### src/rtl/weight_sched_pkg.sv
// Shared types and sizing helpers for the weight load scheduler.
package weight_sched_pkg;

   typedef enum logic [1:0] {
      IDLE,
      ISSUE,
      WAIT,
      DONE
   } wls_state_t;

   localparam int unsigned MIN_CNT_W = 1;

   function automatic int burst_len(input int kernel_size);
      return kernel_size * kernel_size + 2;
   endfunction

   function automatic int cnt_w(input int n);
      return (n > 1) ? $clog2(n) : MIN_CNT_W;
   endfunction

endpackage

### src/rtl/glb_rd_mux.sv
// NUM_PE:1 GLB read request/address mux with base relocation.
module glb_rd_mux
   import weight_sched_pkg::*;
#(
   parameter int NUM_PE            = 3,
   parameter int ADDR_BITWIDTH_GLB = 10,
   parameter int SEL_W             = 2
) (
   input  logic [SEL_W-1:0]                    sel,
   input  logic                                en,
   input  logic [ADDR_BITWIDTH_GLB-1:0]        base,
   input  logic [NUM_PE*ADDR_BITWIDTH_GLB-1:0] r_addr_pe,
   input  logic [NUM_PE-1:0]                   read_req_pe,
   output logic [ADDR_BITWIDTH_GLB-1:0]        r_addr,
   output logic                                read_req
);

   logic [ADDR_BITWIDTH_GLB-1:0] rel;
   logic                         req_sel;

   always_comb begin
      rel     = '0;
      req_sel = 1'b0;
      for (int i = 0; i < NUM_PE; i++) begin
         if (sel == SEL_W'(i)) begin
            rel     = r_addr_pe[i*ADDR_BITWIDTH_GLB +: ADDR_BITWIDTH_GLB];
            req_sel = read_req_pe[i];
         end
      end
   end

   // Sum wraps modulo the GLB address space.
   assign r_addr   = en ? base + rel : base;
   assign read_req = en & req_sel;

endmodule

### src/rtl/weight_load_sched.sv
// Weight load sequencer: one router at a time owns the GLB weight port.
// Optional perf counters: define WEIGHT_LOAD_SCHED_PERF_EN.
module weight_load_sched
   import weight_sched_pkg::*;
#(
   parameter int DATA_BITWIDTH     = 16,
   parameter int ADDR_BITWIDTH_GLB = 10,
   parameter int NUM_PE            = 3,
   parameter int NUM_FILT          = 4,
   parameter int kernel_size       = 3,
   parameter int W_BASE_ADDR       = 0
) (
   input  logic                                clk,
   input  logic                                reset,
   input  logic                                start,
   output logic                                busy,
   output logic                                done,
   output logic [NUM_PE-1:0]                   load_spad_ctrl,
   output logic [cnt_w(NUM_PE)-1:0]            pe_sel,
   output logic [cnt_w(NUM_FILT)-1:0]          filt_idx,
   input  logic [NUM_PE*ADDR_BITWIDTH_GLB-1:0] r_addr_pe,
   input  logic [NUM_PE-1:0]                   read_req_pe,
   output logic [ADDR_BITWIDTH_GLB-1:0]        r_addr_glb_wght,
   output logic                                read_req_glb_wght
`ifdef WEIGHT_LOAD_SCHED_PERF_EN
   ,
   output logic [31:0]                         perf_cycles,
   output logic [31:0]                         perf_stall
`endif
);

   localparam int PE_W = cnt_w(NUM_PE);
   localparam int FI_W = cnt_w(NUM_FILT);
   localparam int BL   = burst_len(kernel_size);
   localparam int WC_W = cnt_w(BL);
   localparam int K2   = kernel_size * kernel_size;

   localparam logic [PE_W-1:0]              PE_LAST = PE_W'(NUM_PE - 1);
   localparam logic [FI_W-1:0]              FI_LAST = FI_W'(NUM_FILT - 1);
   localparam logic [WC_W-1:0]              WC_LAST = WC_W'(BL - 1);
   localparam logic [ADDR_BITWIDTH_GLB-1:0] K2_A    = ADDR_BITWIDTH_GLB'(K2);
   localparam logic [ADDR_BITWIDTH_GLB-1:0] BASE0   = ADDR_BITWIDTH_GLB'(W_BASE_ADDR);

   typedef logic [DATA_BITWIDTH-1:0] glb_word_t;

   wls_state_t                   state;
   logic [WC_W-1:0]              wait_cnt;
   logic [ADDR_BITWIDTH_GLB-1:0] base;

   function automatic logic [NUM_PE-1:0] pe_bit(input logic [PE_W-1:0] i);
      return NUM_PE'(1) << i;
   endfunction

   always_ff @(posedge clk) begin
      if (reset) begin
         state          <= IDLE;
         busy           <= 1'b0;
         done           <= 1'b0;
         load_spad_ctrl <= '0;
         pe_sel         <= '0;
         filt_idx       <= '0;
         wait_cnt       <= '0;
         base           <= BASE0;
      end else begin
         load_spad_ctrl <= '0;
         done           <= 1'b0;
         unique case (state)
            IDLE: begin
               if (start) begin
                  state          <= ISSUE;
                  busy           <= 1'b1;
                  pe_sel         <= '0;
                  filt_idx       <= '0;
                  base           <= BASE0;
                  load_spad_ctrl <= pe_bit('0);
               end
            end
            ISSUE: begin
               wait_cnt <= '0;
               state    <= WAIT;
            end
            WAIT: begin
               wait_cnt <= wait_cnt + WC_W'(1);
               if (wait_cnt == WC_LAST) begin
                  base <= base + K2_A;
                  if (pe_sel != PE_LAST) begin
                     pe_sel         <= pe_sel + PE_W'(1);
                     load_spad_ctrl <= pe_bit(pe_sel + PE_W'(1));
                     state          <= ISSUE;
                  end else begin
                     pe_sel <= '0;
                     if (filt_idx != FI_LAST) begin
                        filt_idx       <= filt_idx + FI_W'(1);
                        load_spad_ctrl <= pe_bit('0);
                        state          <= ISSUE;
                     end else begin
                        done  <= 1'b1;
                        state <= DONE;
                     end
                  end
               end
            end
            DONE: begin
               busy  <= 1'b0;
               state <= IDLE;
            end
            default: state <= IDLE;
         endcase
      end
   end

   glb_rd_mux #(
      .NUM_PE            (NUM_PE),
      .ADDR_BITWIDTH_GLB (ADDR_BITWIDTH_GLB),
      .SEL_W             (PE_W)
   ) u_mux (
      .sel         (pe_sel),
      .en          (state != IDLE),
      .base        (base),
      .r_addr_pe   (r_addr_pe),
      .read_req_pe (read_req_pe),
      .r_addr      (r_addr_glb_wght),
      .read_req    (read_req_glb_wght)
   );

`ifdef WEIGHT_LOAD_SCHED_PERF_EN
   logic [NUM_PE-1:0] others;
   assign others = read_req_pe & ~pe_bit(pe_sel);

   always_ff @(posedge clk) begin
      if (reset) begin
         perf_cycles <= '0;
         perf_stall  <= '0;
      end else if (state == IDLE) begin
         if (start) begin
            perf_cycles <= '0;
            perf_stall  <= '0;
         end
      end else begin
         perf_cycles <= perf_cycles + 32'd1;
         if (state == WAIT && |others)
            perf_stall <= perf_stall + 32'd1;
      end
   end
`endif

endmodule

### config.mk
export PLATFORM = sky130hd
export DESIGN_NAME = weight_load_sched
export DESIGN_NICKNAME = d
export VERILOG_FILES = /design/src/rtl/weight_sched_pkg.sv /design/src/rtl/glb_rd_mux.sv /design/src/rtl/weight_load_sched.sv
export SDC_FILE = /design/constraint.sdc
export NUM_CORES = 1
export LEC_CHECK = 0
export BUFFER_PORTS_ARGS = -buffer_cell sky130_fd_sc_hd__buf_2
export CAP_MARGIN = 20
export CORE_MARGIN = 10
export CORE_UTILIZATION = 52
export CTS_CLUSTER_DIAMETER = 200
export DETAILED_ROUTE_END_ITERATION = 6
export PLACE_DENSITY = 0.8
export SLEW_MARGIN = 10
export SYNTH_ARGS = -nofsm -noshare
export SYNTH_HDL_FRONTEND = slang
export SYNTH_SLANG_ARGS = --single-unit
### constraint.sdc
create_clock -name clk -period 4.2 [get_ports clk]
set_clock_uncertainty 0.05 [all_clocks]
set_input_delay 0.84 -clock clk [delete_from_list [all_inputs] [get_ports clk]]
set_output_delay 0.84 -clock clk [all_outputs]
set_load 0.005 [all_outputs]
== Word-level counts from Yosys, hierarchy flattened ==
Index checks and enable logic that the tools add are counted.
W data, S select, Z words.

* Add/subtract/negate cells: 5
* Multiply operators: 0
* Divide/modulo/power cells: 0
* $lt $le $gt $ge: 0
* Equality and inequality tests: 12
* Shift-type cells: 1
* Muxes and demuxes: 32
* Bitwise operators: 3
* Reduce and logical (&&, ||, !) cells: 11

{| class="wikitable"
|+ Operators by type and width
! cell !! count
|-
| $mux W10 || 6
|-
| $mux W2 || 10
|-
| $pmux W10 S2 || 1
|-
| $ne A2 B2 Y1 const B || 6
|-
| $add A10 B10 Y10 || 1
|-
| $add A10 B4 Y10 const B || 1
|-
| $pmux W2 S2 || 2
|-
| $pmux W2 S4 || 1
|-
| $pmux W4 S2 || 1
|-
| $reduce_bool A2 Y1 || 4
|-
| $mux W1 || 7
|-
| $eq A2 B2 Y1 const B || 3
|-
| $mux W3 || 2
|-
| $pmux W3 S2 || 1
|-
| $reduce_and A5 Y1 || 1
|-
| $add A2 B1 Y2 const B || 2
|-
| $add A4 B1 Y4 const B || 1
|-
| $eq A2 B1 Y1 const B || 2
|-
| $eq A4 B4 Y1 const B || 1
|-
| $logic_not A2 Y1 || 2
|-
| $reduce_and A2 Y1 || 2
|-
| $reduce_or A4 Y1 || 1
|-
| $reduce_and A3 Y1 || 1
|-
| $shl A1 B2 Y3 const A || 1
|-
| 3 further kinds || 4
|}

* Bits in registers: 25
* Latch bits: 0
* Memory bits (writable): 0
* ROM bits: 0
* Bits of input ports: 36
* Output and inout bits: 20
* Logic and storage cells: 72
* Memories: 0

== Depth between registers and ports, before layout ==
Gate-level depths: netlist of the first run.

* Word-level depth: 6
* Gate-level depth with buffers: 14

== By module ==
Synthesis of the first run repeated with hierarchy kept, for this count alone.

* Cells, all modules: 270
* Area, all modules: 2084.5 µm²

{| class="wikitable"
|+ Modules (own cells, without submodules)
! module !! times used !! cells each !! area each (µm²) !! sequential area each (µm²)
|-
| weight_load_sched || 1 || 152 || 1272.5 || 500.5
|-
| glb_rd_mux || 1 || 118 || 812.0 || 0.0
|}

== Worst setup path before layout of the first run ==
Ideal clock, no wire load.

* Path type: reg-to-output
* Start: reg pe_sel[0]
* End: out r_addr_glb_wght[8]
* Arrival time: 2706 ps
* Path slack: 604 ps
* Cell stages (with the launch flop): 14
* Path buffers: 2
* Path through: dfxtp_1 buf_2 buf_1 mux2i_1 o21ai_0 ha_1 inv_1 fa_1 nor2b_1 o21ai_0 a21oi_1 o211a_1 nor3_1 o31ai_1

* Longest elaborated chain between the ends: 6
* Elaborated cells on any way between the ends: 8
* Classes of those cells: add/sub (1); eq/ne (2); mux (4); reduce/logical (1)

{| class="wikitable"
|+ Ends and longest elaborated chain
! item !! line !! RTL
|-
| from (decl) || weight_load_sched.sv:19 || <nowiki>output logic [cnt_w(NUM_PE)-1:0] pe_sel,</nowiki>
|-
| from (signal assigned) || weight_load_sched.sv:87 || <nowiki>pe_sel <= pe_sel + PE_W'(1);</nowiki>
|-
| $logic_not A2 Y1 || glb_rd_mux.sv:25 || <nowiki>if (sel == SEL_W'(i)) begin</nowiki>
|-
| $mux W10 (2 in series) || glb_rd_mux.sv:25 ||
|-
| $mux W10 * || glb_rd_mux.sv:25 ||
|-
| $add A10 B10 Y10 * || glb_rd_mux.sv:33 || <nowiki>assign r_addr = en ? base + rel : base;</nowiki>
|-
| $mux W10 * || glb_rd_mux.sv:33 ||
|-
| to (decl) || weight_load_sched.sv:23 || <nowiki>output logic [ADDR_BITWIDTH_GLB-1:0] r_addr_glb_wght,</nowiki>
|}

Mark *: on every way between the ends. The rest lies on a longest branch, timed or not.

== Worst setup path after layout of the first run ==
* Start: reg pe_sel[0]
* End: out r_addr_glb_wght[9]

Same word-level chain as after synthesis.

==> reports/metrics.csv, run 1 <==
stage,metric,value,unit
synthesis,ys_types,43,
floorplan,fp.coreArea,3440,sq um
floorplan,initial_core_util,55.6,%
clock_network,cts_htree_levels,1,
floorplan,fp.dieArea,6510,sq um
detailed_routing,drtIter0Drc,57,
synthesis,yosys.area_share.xor_xnor,3.66,%
sta,hold_slack,446,ps
detailed_routing,avgRoutedWirePerCell,14.0,microns
flow_run,cap_violations,0,
synthesis,ys.flop_type,dfxtp_1,
layout,final_nets,357,
synthesis,synth_edf_count,0,
layout,fin_area,2300,sq um
global_route,antenna_found_initial,0,
sta,setup_viol,0,
outcome,outcome,"finished, final reports clean",
detailed_routing,remaining_drc_errors,0,
sta,slew_headroom,53.9,%
placed_design,gp_congestion,0.811,
clock_network,hold_buffers,0,
floorplan,pin_count,56,
setup_path,worstSetupStartpointType,flop,
setup_path,max_stage_delay,500,ps
setup_path,r2r_slack,1850,ps
setup_path,arrival,3060,ps
global_route,grt_overflow,0,
placed_design,dp_hpwl,3940,microns
sta,tightest_slew,684,ps
detailed_routing,via_per_inst,5.51,
setup_path,worstSetupPathType,flop to output pin,
detailed_routing,wl,4870,microns
floorplan,die_w,80.7,microns
setup_path,crit_path_end_kind,output pin,
synthesis,synth_seq_area_share,26.2,%
sta,slew_viol_final,0,
floorplan,die_h,80.7,microns
synthesis,synthCells,248,
layout,drive_gt1_share,23.8,%
clock_network,clk_latency,270,ps
synthesis,synth_fa_ha_area_share,11.5,%
clock_network,cts_max_path_buffers,2,
synthesis,synth_commonest_cells,"31 x nand2_1, 27 x nor2_1, 25 x dfxtp_1",
power_and_ir_drop,power_density,340,nW/um^2
synthesis,synth_area_per_cell,7.71,sq um
setup_path,crit_required,3310,ps
detailed_routing,ant_nets,0,
synthesis,synth_compound_area_share,21.4,%
synthesis,synth-async-reset-ratio,0,%
synthesis,synth_area,1910,sq um
sta,finalHoldViolations,0,
min_path,hp-class,flop to flop,
detailed_routing,vias,1923,
global_route,grt_max_degree,24,
synthesis,yosys_warnings,0,
global_route,grt_pass1_vias,1864,
layout,num_antenna_cells,0,
global_route,track_usage,14.8,%
sta,fin_crit_sh,94.2,%
clock_network,root_buffer,clkbuf_8,
layout,fin_util,66.7,%
placed_design,placed_area,2250,sq um
synthesis,synth.area.top_cells,"dfxtp_1 26%, ha_1 10%, mux2i_1 7.3%",
power_and_ir_drop,power,782,uW
sta,final.min_clock_period,3950,ps
setup_path,worstPathBufferInverterCount,3,
clock_network,cts.sink_count,25,
sta,fin_setup_tns,0,ps
clock_network,cts.clk_slew.worst_paths,90,ps
placed_design,io_buffers,55,
setup_path,slowest_stage,or4_1,
power_and_ir_drop,p_leak,1.05,nW
synthesis,syn-num-nets,301,
synthesis,synth_seq_cells,25,
synthesis,muxShareOfSynthArea,7.91,%
clock_network,cts_tree,yes,
detailed_routing,drt-pass1-iter-count,4,
synthesis,synth_top_family_by_area,simple AND/OR/NAND/NOR gates,
setup_path,path_cells,"buf_4, mux2i_1, o21ai_0, ha_1, o21ai_0, nor2_1, o31ai_1, buf_4, or4_1, o211ai_1, xor2_1, buf_2",
synthesis,synth.most_common_cell,nand2_1,
power_and_ir_drop,ir_drop,201,uV
synthesis,synth_top_area_share,26.2,%
floorplan,rows,21,
setup_path,crit_family,simple AND/OR/NAND/NOR gates,
clock_network,cts_inserted_buffers,3,
setup_path,crit_fanout,8,
sta,rsz0062_at_grt,false,
global_route,grt_pass1_wl,7970,microns
synthesis,synth.largest_area_cell,dfxtp_1,
sta,clock.fmax,253,MHz
synthesis,synth-simple-area-share,25.1,%
layout,layout-area-overhead-vs-synth,20.1,%
## flip-flops by register name, summed over array words and instances (netlist names)
register / cells
wait_cnt: 4
state: 2
busy: 1
filt_idx: 2
done: 1
base: 10
pe_sel: 2
load_spad_ctrl: 3
## metal layers
metal	GRT usage, %	vias up	wire length (microns)
li1	-	987	-
met2	27.5	55	2370
met4	5.54	0	75
met5	0	-	0
met1	14.9	874	1940
met3	4.68	7	479
## placed cells by master (no fill, tap or decap), types with 2 or more instances in the layout
cell type,netlist,layout
and3_1,2,2
buf_2,2,55
or3_1,3,3
nor3_1,8,8
a211oi_1,2,2
nor2b_1,4,4
dfxtp_1,25,24
xnor2_1,2,2
o211ai_1,2,2
nand4_1,3,3
a21o_1,3,3
o31ai_1,6,6
a31oi_1,2,2
a21oi_1,21,21
nor3b_1,2,2
nand3_1,4,4
nor2_1,27,27
o21ai_0,19,19
ha_1,16,16
mux2i_1,14,14
buf_4,0,5
xor2_1,6,6
o21a_1,5,5
nand2b_1,4,4
nand2_1,31,31
inv_1,12,12
clkbuf_8,0,3
## tightest hold or removal path: cells and delay by family (launching register included)
| family | cells | cell delay [ps] |
|---|---|---|
| simple gates | 1 | 70 |
| flops | 1 | 330 |
| compound gates | 1 | 60 |
## stage by stage
stage | instances | setup WS, ps
5_1_grt | 349 | 22.2
3_3_place_gp | 345 | 327
3_5_place_dp | 345 | 296
6_report | 349 | 246
2_1_floorplan | 248 | 604
4_1_cts | 349 | 93.8
## area by class of cell
type	count	area, sq um
flip-flops and latches	25	502
multi-input cells	202	1330
fillers	322	1140
well taps	46	57.6
clock buffers	3	41.3
clock inverters	1	7.51
inverters	12	45.0
repair buffers	60	313
## kinds of logic after synthesis
| kind of cell | count (synthesis) |
|---|---|
| compound gates | 66 |
| xor+xnor | 8 |
| simple gates | 96 |
| flops | 25 |
| mux | 15 |
| fa+ha+maj | 17 |
| buf+inv | 21 |
## final timing paths
path                                              from                   end  cells past startpoint
worst min register to register       busy$_SDFFE_PP0P_     busy$_SDFFE_PP0P_                      2
worst max register to register   state[0]$_SDFFE_PP0P_  base[3]$_SDFFE_PP0P_                      9
worst max-delay path            pe_sel[0]$_SDFFE_PP0P_    r_addr_glb_wght[9]                     12
worst min-delay path                 busy$_SDFFE_PP0P_     busy$_SDFFE_PP0P_                      2
## power by group
| group | internal, mW | switching (mW) | leakage, nW |
|---|---|---|---|
| clock network | 0.0674 | 0.0782 | 0.0217 |
| logic | 0.155 | 0.207 | 0.826 |
| registers | 0.254 | 0.0200 | 0.203 |
## repair_timing
| action | 4_1_cts | 5_1_grt |
|---|---|---|
| gates resized for setup | 0 | 1 |
| endpoints found under the hold margin | 0 | 0 |
| setup buffers | 0 | 0 |
| endpoints found under the setup margin | 0 | 3 |
No activity file was read; power rests on OpenSTA's default activity.
==> run 2: changes to the inputs <==
--- a/config.mk
+++ b/config.mk
@@ -11,7 +11,7 @@
 export CORE_UTILIZATION = 52
 export CTS_CLUSTER_DIAMETER = 200
 export DETAILED_ROUTE_END_ITERATION = 6
-export PLACE_DENSITY = 0.8
+export PLACE_DENSITY = 0.86
 export SLEW_MARGIN = 10
 export SYNTH_ARGS = -nofsm -noshare
 export SYNTH_HDL_FRONTEND = slang
==> reports/metrics.csv, run 2 (synthesis gave the netlist of run 1 again) <==
stage,metric,value,unit
setup_path,worstPathBufferInverterCount,2,
power_and_ir_drop,power_density,341,nW/um^2
layout,drive_gt1_share,23.8,%
power_and_ir_drop,p_leak,1.05,nW
setup_path,crit_family,compound AO/OA/AOI/OAI gates,
clock_network,postCtsSetupRepairBufs,0,
clock_network,cts_max_path_buffers,2,
setup_path,worstSetupStartpointType,primary input,
sta,setup_ws,209,ps
sta,finalHoldViolations,0,
placed_design,dp_hpwl,3880,microns
sta,final.min_clock_period,3990,ps
detailed_routing,wl,4950,microns
detailed_routing,avgRoutedWirePerCell,14.2,microns
setup_path,max_stage_delay,320,ps
detailed_routing,vias,1936,
layout,num_antenna_cells,0,
layout,fill_cells,297,
sta,slew_viol_final,0,
global_route,track_usage,15.1,%
layout,fin_area,2300,sq um
clock_network,cts_htree_levels,1,
placed_design,gp_congestion,0.863,
power_and_ir_drop,ir_drop,271,uV
detailed_routing,drt-pass1-iter-count,4,
sta,slew_headroom,60.9,%
layout,final_common_cell,buf_2,
layout,layout-area-overhead-vs-synth,20.2,%
setup_path,worstSetupPathType,primary input to output pin,
sta,tightest_slew,581,ps
setup_path,crit_path_end_kind,output pin,
floorplan,die_h,80.7,microns
layout,largest_register,base,
clock_network,clk_latency,270,ps
placed_design,dp_slack,254,ps
clock_network,cts.clk_slew.worst_paths,80,ps
clock_network,cts_inserted_buffers,3,
floorplan,rows,21,
floorplan,pin_count,56,
detailed_routing,drtIter0Drc,106,
floorplan,die_w,80.7,microns
detailed_routing,ant_nets,0,
flow_run,cap_violations,0,
sta,clock.fmax,251,MHz
layout,final_cell_mix,"55 x buf_2, 31 x nand2_1, 27 x nor2_1",
sta,fin_crit_sh,95.0,%
detailed_routing,remaining_drc_errors,0,
min_path,hp-class,flop to flop,
setup_path,crit_required,3310,ps
layout,final_nets,357,
clock_network,root_buffer,clkbuf_8,
clock_network,cts_tree,yes,
floorplan,fp.coreArea,3440,sq um
global_route,grt_overflow,0,
sta,fin_setup_tns,0,ps
placed_design,io_buffers,55,
placed_design,placed_area,2250,sq um
setup_path,crit_fanout,3,
setup_path,slowest_stage,o31ai_1,
sta,setup_viol,0,
setup_path,path_cells,"buf_2, mux2i_1, nor2_1, a21o_1, ha_1, a211oi_1, nor2_1, o31ai_1, a21boi_0, o21a_1, o31ai_1, buf_2",
global_route,grt_pass1_wl,8310,microns
sta,rsz0062_at_grt,false,
floorplan,initial_core_util,55.6,%
clock_network,cts.sink_count,25,
floorplan,fp.dieArea,6510,sq um
global_route,grt_max_degree,24,
outcome,outcome,"finished, final reports clean",
global_route,grt_pass1_vias,1868,
layout,largest_reg_flops,10,
setup_path,arrival,3100,ps
layout,reg_top3,"base: 10 flops, wait_cnt: 4 flops, load_spad_ctrl: 3 flops",
global_route,antenna_found_initial,0,
detailed_routing,via_per_inst,5.55,
## run 2: cell counts in the layout (fill, tap and decap cells not counted)
Identical to the previous run, type by type.
## run 2: timing repair
action                                  in CTS  in global routing
endpoints found under the setup margin       0                  3
resized for setup                            0                  2
hold buffers                                 0                  0
## run 2: metal layers
layer,routed length (microns),global-route usage [%],vias up
li1,-,-,989
met5,0,0,-
met4,53,3.63,0
met2,2340,26.2,58
met1,2080,17.5,882
met3,485,4.79,7
## run 2: area by class of cell
class	count	area (sq um)	area share, %
inverter	12	45.0	1.96
multi-input combinational	202	1330	57.9
tap	46	57.6	2.50
sequential	25	504	21.9
clock buffer	3	41.3	1.80
clock inverter	1	7.51	0.326
timing repair buffer	60	313	13.6
## run 2: worst paths after layout
check                   startpoint              endpoint  slack [ps]  cells after the start
max                  r_addr_pe[11]    r_addr_glb_wght[7]         210                     12
min           base[9]$_SDFFE_PP0P_  base[9]$_SDFFE_PP0P_         460                      2
max reg2reg  state[0]$_SDFFE_PP0P_  base[3]$_SDFFE_PP0P_        1820                      9
min reg2reg   base[9]$_SDFFE_PP0P_  base[9]$_SDFFE_PP0P_         460                      2
## run 2: tightest hold or removal path: cells and delay by family, from the launching register on
family	cells	cell delay [ps]
AOI/OAI and AO/OA	2	130
DFF	1	330
## run 2: per-stage QoR
step | power, mW | std cells | util, % | hold slack [ps]
2_1_floorplan | 0.526 | 248 | - | 415
3_3_place_gp | 0.633 | 345 | 65.3 | 420
3_5_place_dp | 0.643 | 345 | 65.3 | 448
4_1_cts | 0.787 | 349 | 66.7 | 462
5_1_grt | 0.845 | 349 | 66.8 | 495
6_report | 0.784 | 349 | 66.8 | 457
## run 2: power breakdown
part	switching [mW]	total, mW	internal, mW
clock	0.0761	0.143	0.0672
sequential	0.0220	0.276	0.254
combinational	0.210	0.365	0.155
total	0.308	0.784	0.476
